[src/rtl/bfis_topk.sv]
// bfis_topk: streaming brute-force K-nearest search keeping a sorted top-K of a vertex stream.
// Optional BFIS_DIST_SEL_EN adds dist_mode_in (latched on start) to select L1 instead of squared L2.
module bfis_topk #(
   parameter int unsigned  DIM    = 2,
   parameter int unsigned  K      = 4,
   parameter int unsigned  DATA_W = 16,
   parameter int unsigned  ADDR_W = 32,
   localparam int unsigned DIST_W = 2*DATA_W + $clog2(DIM) + 1,
   localparam int unsigned CNT_W  = $clog2(K+1)
) (
   input  logic                  clk_in,
   input  logic                  rst_n_in,
   input  logic                  start_in,
`ifdef BFIS_DIST_SEL_EN
   input  logic                  dist_mode_in,
`endif
   input  logic [DIM*DATA_W-1:0] query_in,
   input  logic [DIM*DATA_W-1:0] vertex_in,
   input  logic [ADDR_W-1:0]     vertex_addr_in,
   input  logic                  vertex_valid_in,
   input  logic                  vertex_last_in,
   output logic                  vertex_ready_out,
   output logic [K*ADDR_W-1:0]   top_k_addr_out,
   output logic [K*DIST_W-1:0]   top_k_dist_out,
   output logic [CNT_W-1:0]      count_out,
   output logic                  valid_out
);

   typedef enum logic [1:0] {IDLE, STREAM, DRAIN, DONE} state_e;

   state_e                     state_q, state_d;
   logic                       ready_q, ready_d;
   logic                       valid_q, valid_d;
   logic [DIM-1:0][DATA_W-1:0] query_q, query_d;
   logic                       mode_q, mode_d;

   logic                       s1_valid_q, s1_valid_d;
   logic                       s1_mode_q, s1_mode_d;
   logic [DIM-1:0][DATA_W-1:0] s1_absd_q, s1_absd_d;
   logic [ADDR_W-1:0]          s1_addr_q, s1_addr_d;

   logic                       s2_valid_q, s2_valid_d;
   logic [DIST_W-1:0]          s2_dist_q, s2_dist_d;
   logic [ADDR_W-1:0]          s2_addr_q, s2_addr_d;

   logic [K-1:0][DIST_W-1:0]   dist_q, dist_d;
   logic [K-1:0][ADDR_W-1:0]   addr_q, addr_d;
   logic [CNT_W-1:0]           count_q, count_d;

   logic                       start_ok_c;
   logic                       accept_c;
   logic                       pipe_empty_c;
   logic                       mode_sel_c;
   logic [DIM-1:0][DATA_W-1:0] vtx_c;
   logic [DIST_W-1:0]          sq_sum_c;
   logic [DIST_W-1:0]          ab_sum_c;
   logic [K-1:0]               closer_c;

`ifdef BFIS_DIST_SEL_EN
   assign mode_sel_c = dist_mode_in;
`else
   assign mode_sel_c = 1'b0;
`endif

   assign vtx_c        = vertex_in;
   assign start_ok_c   = start_in && ((state_q == IDLE) || (state_q == DONE));
   assign accept_c     = vertex_valid_in && ready_q;
   assign pipe_empty_c = !s1_valid_q && !s2_valid_q;

   // Control FSM; ready and valid are registered copies of the next state.
   always_comb begin
      state_d = state_q;
      valid_d = valid_q;
      query_d = query_q;
      mode_d  = mode_q;
      unique case (state_q)
         IDLE, DONE: if (start_in) state_d = STREAM;
         STREAM:     if (accept_c && vertex_last_in) state_d = DRAIN;
         DRAIN:      if (pipe_empty_c) state_d = DONE;
         default:    state_d = IDLE;
      endcase
      if (start_ok_c) begin
         query_d = query_in;
         mode_d  = mode_sel_c;
         valid_d = 1'b0;
      end else if (state_d == DONE) begin
         valid_d = 1'b1;
      end
      ready_d = (state_d == STREAM);
   end

   // Stage 1: per-coordinate absolute difference against the latched query.
   always_comb begin
      s1_valid_d = accept_c;
      s1_mode_d  = s1_mode_q;
      s1_addr_d  = s1_addr_q;
      s1_absd_d  = s1_absd_q;
      if (accept_c) begin
         s1_mode_d = mode_q;
         s1_addr_d = vertex_addr_in;
         for (int d = 0; d < int'(DIM); d++) begin
            s1_absd_d[d] = (vtx_c[d] >= query_q[d]) ? (vtx_c[d] - query_q[d])
                                                    : (query_q[d] - vtx_c[d]);
         end
      end
   end

   // Stage 2: reduce to a single distance; DIST_W leaves headroom so the sum cannot wrap.
   always_comb begin
      s2_valid_d = s1_valid_q;
      s2_addr_d  = s2_addr_q;
      s2_dist_d  = s2_dist_q;
      sq_sum_c   = '0;
      ab_sum_c   = '0;
      for (int d = 0; d < int'(DIM); d++) begin
         sq_sum_c = sq_sum_c + DIST_W'(s1_absd_q[d]) * DIST_W'(s1_absd_q[d]);
         ab_sum_c = ab_sum_c + DIST_W'(s1_absd_q[d]);
      end
      if (s1_valid_q) begin
         s2_addr_d = s1_addr_q;
         s2_dist_d = s1_mode_q ? ab_sum_c : sq_sum_c;
      end
   end

   // Stage 3: strict less-than keeps earlier arrivals ahead on ties; empty slots always yield.
   always_comb begin
      for (int i = 0; i < int'(K); i++) begin
         closer_c[i] = (CNT_W'(i) >= count_q) || (s2_dist_q < dist_q[i]);
      end
   end

   always_comb begin
      dist_d  = dist_q;
      addr_d  = addr_q;
      count_d = count_q;
      if (start_ok_c) begin
         dist_d  = '1;
         addr_d  = '0;
         count_d = '0;
      end else if (s2_valid_q) begin
         if (closer_c[0]) begin
            dist_d[0] = s2_dist_q;
            addr_d[0] = s2_addr_q;
         end
         for (int i = 1; i < int'(K); i++) begin
            if (closer_c[i]) begin
               dist_d[i] = closer_c[i-1] ? dist_q[i-1] : s2_dist_q;
               addr_d[i] = closer_c[i-1] ? addr_q[i-1] : s2_addr_q;
            end
         end
         if (closer_c[K-1] && (count_q != CNT_W'(K))) begin
            count_d = count_q + CNT_W'(1);
         end
      end
   end

   always_ff @(posedge clk_in or negedge rst_n_in) begin
      if (!rst_n_in) begin
         state_q    <= IDLE;
         ready_q    <= 1'b0;
         valid_q    <= 1'b0;
         query_q    <= '0;
         mode_q     <= 1'b0;
         s1_valid_q <= 1'b0;
         s1_mode_q  <= 1'b0;
         s1_addr_q  <= '0;
         s1_absd_q  <= '0;
         s2_valid_q <= 1'b0;
         s2_dist_q  <= '0;
         s2_addr_q  <= '0;
         dist_q     <= '1;
         addr_q     <= '0;
         count_q    <= '0;
      end else begin
         state_q    <= state_d;
         ready_q    <= ready_d;
         valid_q    <= valid_d;
         query_q    <= query_d;
         mode_q     <= mode_d;
         s1_valid_q <= s1_valid_d;
         s1_mode_q  <= s1_mode_d;
         s1_addr_q  <= s1_addr_d;
         s1_absd_q  <= s1_absd_d;
         s2_valid_q <= s2_valid_d;
         s2_dist_q  <= s2_dist_d;
         s2_addr_q  <= s2_addr_d;
         dist_q     <= dist_d;
         addr_q     <= addr_d;
         count_q    <= count_d;
      end
   end

   assign vertex_ready_out = ready_q;
   assign valid_out        = valid_q;
   assign count_out        = count_q;
   assign top_k_addr_out   = addr_q;
   assign top_k_dist_out   = dist_q;

endmodule

[config.mk]
export PLATFORM = sky130hd
export DESIGN_NAME = bfis_topk
export DESIGN_NICKNAME = d
export VERILOG_FILES = /design/src/rtl/bfis_topk.sv
export SDC_FILE = /design/constraint.sdc
export NUM_CORES = 2
export LEC_CHECK = 0
export ABC_AREA = 1
export CAP_MARGIN = 0
export CORE_AREA = 5 5 261 263
export DETAILED_ROUTE_END_ITERATION = 7
export DIE_AREA = 0 0 266 268
export DONT_BUFFER_PORTS = 1
export PLACE_DENSITY = 0.81
export SLEW_MARGIN = 20
export SYNTH_ARGS = -nofsm -noshare
export SYNTH_HDL_FRONTEND = slang
export SYNTH_SLANG_ARGS = --single-unit
[constraint.sdc]
create_clock -name clk_in -period 8.3 [get_ports clk_in]
set_input_delay 2.49 -clock clk_in [delete_from_list [all_inputs] [get_ports clk_in]]
set_output_delay 2.49 -clock clk_in [all_outputs]
set_load 0.05 [all_outputs]
Word level (Yosys, flattened, before mapping) --
Cells that the tools add are included.
Storage, ports and cells: logic and storage cells 100, output and inout bits 269, input port bits 101, bits in registers 435
Cells by class: multipliers 2, mux-type cells 29, reduce and logical (&&, ||, !) cells 26, add/subtract/negate cells 6, order comparisons 10, equality and inequality tests 6
Operators with widths (number):
- $mux 136 | 2
- $mux 128 | 2
- $mux 34 | 7
- $mux 32 | 7
- $lt 34x34->1 | 4
- $mul 16x16->32 | 2
- $sub 16x16->16 | 4
- $add 32x32->33 | 1
- $ge 16x16->1 | 2
- $mux 16 | 2
- $reduce_bool 2->1 | 7
- $reduce_and 2->1 | 5
- $mux 3 | 3
- $eq 2x2->1 const B | 3
- $ge 1x3->1 const A | 2
- $ge 2x3->1 const A | 2
- $mux 2 | 3
- $pmux 2 s3 | 1
- $logic_and 1x1->1 | 5
- $logic_or 1x1->1 | 5
- $eq 2x1->1 const B | 2
- $add 3x1->3 const B | 1
- $ne 3x3->1 const B | 1
- $logic_not 1->1 | 2
- 3 further kinds | 4

Depth between registers and ports, before layout --
depth after elaboration 7, mapped depth 30, depth with buffers taken out 28

Worst setup path after synthesis --
No wires, ideal clock.
path kind register to register, from register s1_absd_q[4] (netlist bit), to register s2_dist_q[23], arrival time 6.453 ns, required time 8.182 ns, period minus slack after synthesis 6.571 ns, stages on the path, launching flop included 27, library setup time 0.118 ns, path buffers 2, path slack 1.729 ns, cells stage by stage dfrtp_1 clkbuf_1 clkbuf_1 nand2_1 fa_1 inv_1 fa_1 inv_1 fa_1 fa_1 fa_1 inv_1 fa_1 fa_1 inv_1 fa_1 inv_1 ha_1 a21oi_1 o21ai_0 nand2_1 nand3_1 nand3_1 nand2_1 or2_2 nand3_1 nand2_1
Between the ends: cells in the longest elaborated chain, start to end 2
Ends and longest elaborated chain:
- start, declared | line 39 | logic [DIM-1:0][DATA_W-1:0] s1_absd_q, s1_absd_d;
- start signal, assigned | line 183 | s1_absd_q <= s1_absd_d;
- $mul 16x16->32 | line 116 | sq_sum_c = sq_sum_c + DIST_W'(s1_absd_q[d]) * DIST_W'(s1_absd_q[d]);
- $add 32x32->33 | line 116
- end signal, assigned | line 185 | s2_dist_q <= s2_dist_d;
- end, declared | line 43 | logic [DIST_W-1:0] s2_dist_q, s2_dist_d;
No other way between the ends. A chain may end at the register's enable or synchronous reset.

Worst setup path in the final report --
from register s1_absd_q[22] (netlist bit), to register s2_dist_q[23]
The elaborated chain is that of the path after synthesis.

==> run metrics <==
status finished, violations left; violated checks slew limit; Die Area 71300 µm²; Setup Crit Path Kind reg2reg; relative slew slack -10.3%; global-route wire length before repair 191000 µm; hpwl dp 90100 µm; period utilization 87.3%; Site Rows 94; Worst Setup End Kind flip-flop; Post-DRT Antenna Nets 0; RSZ-0062 raised after global routing no; drt initial violations 3254; initial antenna violation count 6; port bufs 0; via-per-instance ratio 5.70; endpoints failing setup 0; Die X 266 µm; clock buffer count from CTS 50; DP Cell Count 6174; Die Y-Extent 268 µm; core area 65400 µm²; GRT Total Usage 33.4%; synthesized netlist cell count 5542; crit path max fanout 17; pin count of the biggest net entering global routing 435; clock root buffer clkbuf_16; CTS Hold Bufs 0; layout cell share with drive strength beyond 1 5.48%; synth top area cells fa_1 18%, dfrtp_1 18%, nand2_1 16%; Pre-Repair DR Iteration Count 8; Fin Clk Skew 0.0710 ns; Setup crit start kind flip-flop; measured slew at the worst slew-check pin 1.65 ns; Post-Syn Area 42000 µm²; Commonest cells post-synth 1788 x nand2_1, 942 x inv_1, 403 x nor2_1, 397 x ha_1, 387 x fa_1; number of global-route vias before repair 35706; Remaining DRCs 0; Vias 35780; area growth from synthesis to layout 4.31%; HP Class reg2reg; Synth warnings 0; post-synth top area share 18.4%; Worst Path Arrival 7.71 ns; total wire length 122000 µm; routability cong. 0.946; fin. max-slew vios 188; Post-synth EDFFs 0; Seq/Total Area, Yosys 26.2%; CTS H-tree depth 2; register bit total from synthesis 434; Post-CTS Setup Repair Bufs 0; final cell count without fillers 6276; TritonCTS clock tree done; CTS clk-pin slew, worst paths 0.07 ns; post_cts resized 0; WL per Instance 19.4 µm; fin nets 6248; Final Hold Viols 0; share of flip-flops with an asynchronous set or reset 100%; worst path required time 8.77 ns; num ports 370; top-count cell post-synth nand2_1; top_reg_cell synth dfrtp_1; post-synth top area cell fa_1; CTS Sinks 434; fmax 138 MHz; Netlist cell types 48; clk buf depth 3; Syn Nets 6427; total of max-cap violations 0; syn_area_per_cell 7.58 µm²; total gr overflow 0; Filler cells 5537; Starting Density 64.3%; min Tclk post-route 7.24 ns; Final TNS setup 0 ns; clk_lat worst skew 0.65 ns
==> sequential cells by signal, indices dropped and copies added, names as in the netlist <==
name,flops
count_out,3
s2_addr_q,32
s2_dist_q,33
s1_absd_q,32
s1_valid_q,1
top_k_addr_out,128
s2_valid_q,1
valid_out,1
top_k_dist_out,136
state_q,2
query_q,32
vertex_ready_out,1
s1_addr_q,32
==> final cells by class <==
| class | count | area, µm² | share of cell area, % |
|---|---|---|---|
| inverter | 953 | 3580 | 8.16 |
| clock inverter | 16 | 213 | 0.485 |
| multi-input combinational | 3900 | 26200 | 59.8 |
| antenna | 7 | 17.5 | 0.0399 |
| timing repair buffer | 24 | 193 | 0.439 |
| tap | 864 | 1080 | 2.47 |
| sequential | 434 | 11000 | 25.2 |
| clock buffer | 78 | 1500 | 3.41 |
==> logic make-up (layout without fill, tap and decap cells) <==
group	after synthesis	after routing	synth area share (%)
and+or+nand+nor	2544	2544	24.1
adders and majority gates	784	784	30.2
other	0	7	0
AOI/OAI and AO/OA	494	494	6.41
DFF	434	434	26.2
buffers and inverters	1208	1071	11.4
xor gates and xnor gates	78	78	1.63
==> path summary, 6_finish.rpt <==
kind,start,slack [ns],cells after the start,endpoint
worst min-delay path,s1_addr_q[17],0.47,2,s2_addr_q[17]
worst max-delay path,s1_absd_q[22],1.06,22,s2_dist_q[23]
worst max register to register,s1_absd_q[22],1.06,22,s2_dist_q[23]
min in group asynchronous,rst_n_in,1.69,0,s2_dist_q[21]
max in group asynchronous,rst_n_in,5.39,0,s1_valid_q
worst min register to register,s1_addr_q[17],0.47,2,s2_addr_q[17]
==> placed cells by master (no fill, tap or decap), drive strengths merged, types with 4 or more instances in the layout <==
master | Yosys | routed
a21boi | 8 | 8
xor2 | 62 | 62
nand2 | 1800 | 1800
nand4 | 23 | 23
clkinv | 1 | 12
ha | 397 | 397
o211ai | 4 | 4
or2 | 11 | 11
buf | 113 | 24
inv | 952 | 955
o21bai | 24 | 24
o21a | 4 | 4
nand3 | 275 | 275
diode | 0 | 7
nor3 | 18 | 18
nor2 | 405 | 405
xnor2 | 16 | 16
clkbuf | 142 | 78
o21ai | 163 | 163
nand3b | 4 | 4
dfstp | 136 | 136
dfrtp | 298 | 298
a31oi | 25 | 25
a21oi | 242 | 242
a21o | 18 | 18
fa | 387 | 387
==> critical path, stage by stage (launching register included) <==
cell	delay, ns
dfrtp_1	0.88
nand2_1	0.25
fa_1	0.56
inv_1	0.05
fa_1	0.49
inv_1	0.06
fa_1	0.54
inv_1	0.05
fa_1	0.49
fa_1	0.53
fa_1	0.43
fa_1	0.51
fa_1	0.41
ha_1	0.36
nand2_1	0.19
inv_1	0.06
a21oi_1	0.29
nand3_1	0.29
nand3_1	0.15
nand2_1	0.08
or2_2	0.28
nand3_1	0.07
nand2_1	0.06
==> metal layers <==
layer | vias up | routed length [µm] | global-route usage (%)
met4 | 0 | 7580 | 17.4
met5 | - | 0 | 0
met3 | 422 | 10300 | 6.45
li1 | 16473 | - | -
met1 | 17241 | 45600 | 41.7
met2 | 1644 | 58100 | 55.6
==> metrics by stage <==
| stage | area, µm² | worst slack [ns] | utilization (%) | hold slack [ns] |
|---|---|---|---|---|
| 2_1_floorplan | 42000 | 1.73 | - | 0.352 |
| 3_3_place_gp | 42100 | 1.26 | 64.4 | 0.456 |
| 3_5_place_dp | 42100 | 1.19 | 64.4 | 0.460 |
| 4_1_cts | 43800 | 1.10 | 67.0 | 0.469 |
| 5_1_grt | 43800 | 0.708 | 67.0 | 0.496 |
| 6_report | 43800 | 1.06 | 67.1 | 0.466 |
Power is not shown: default switching activity piles up to over one toggle a cycle in this logic, so the estimate is an artifact.
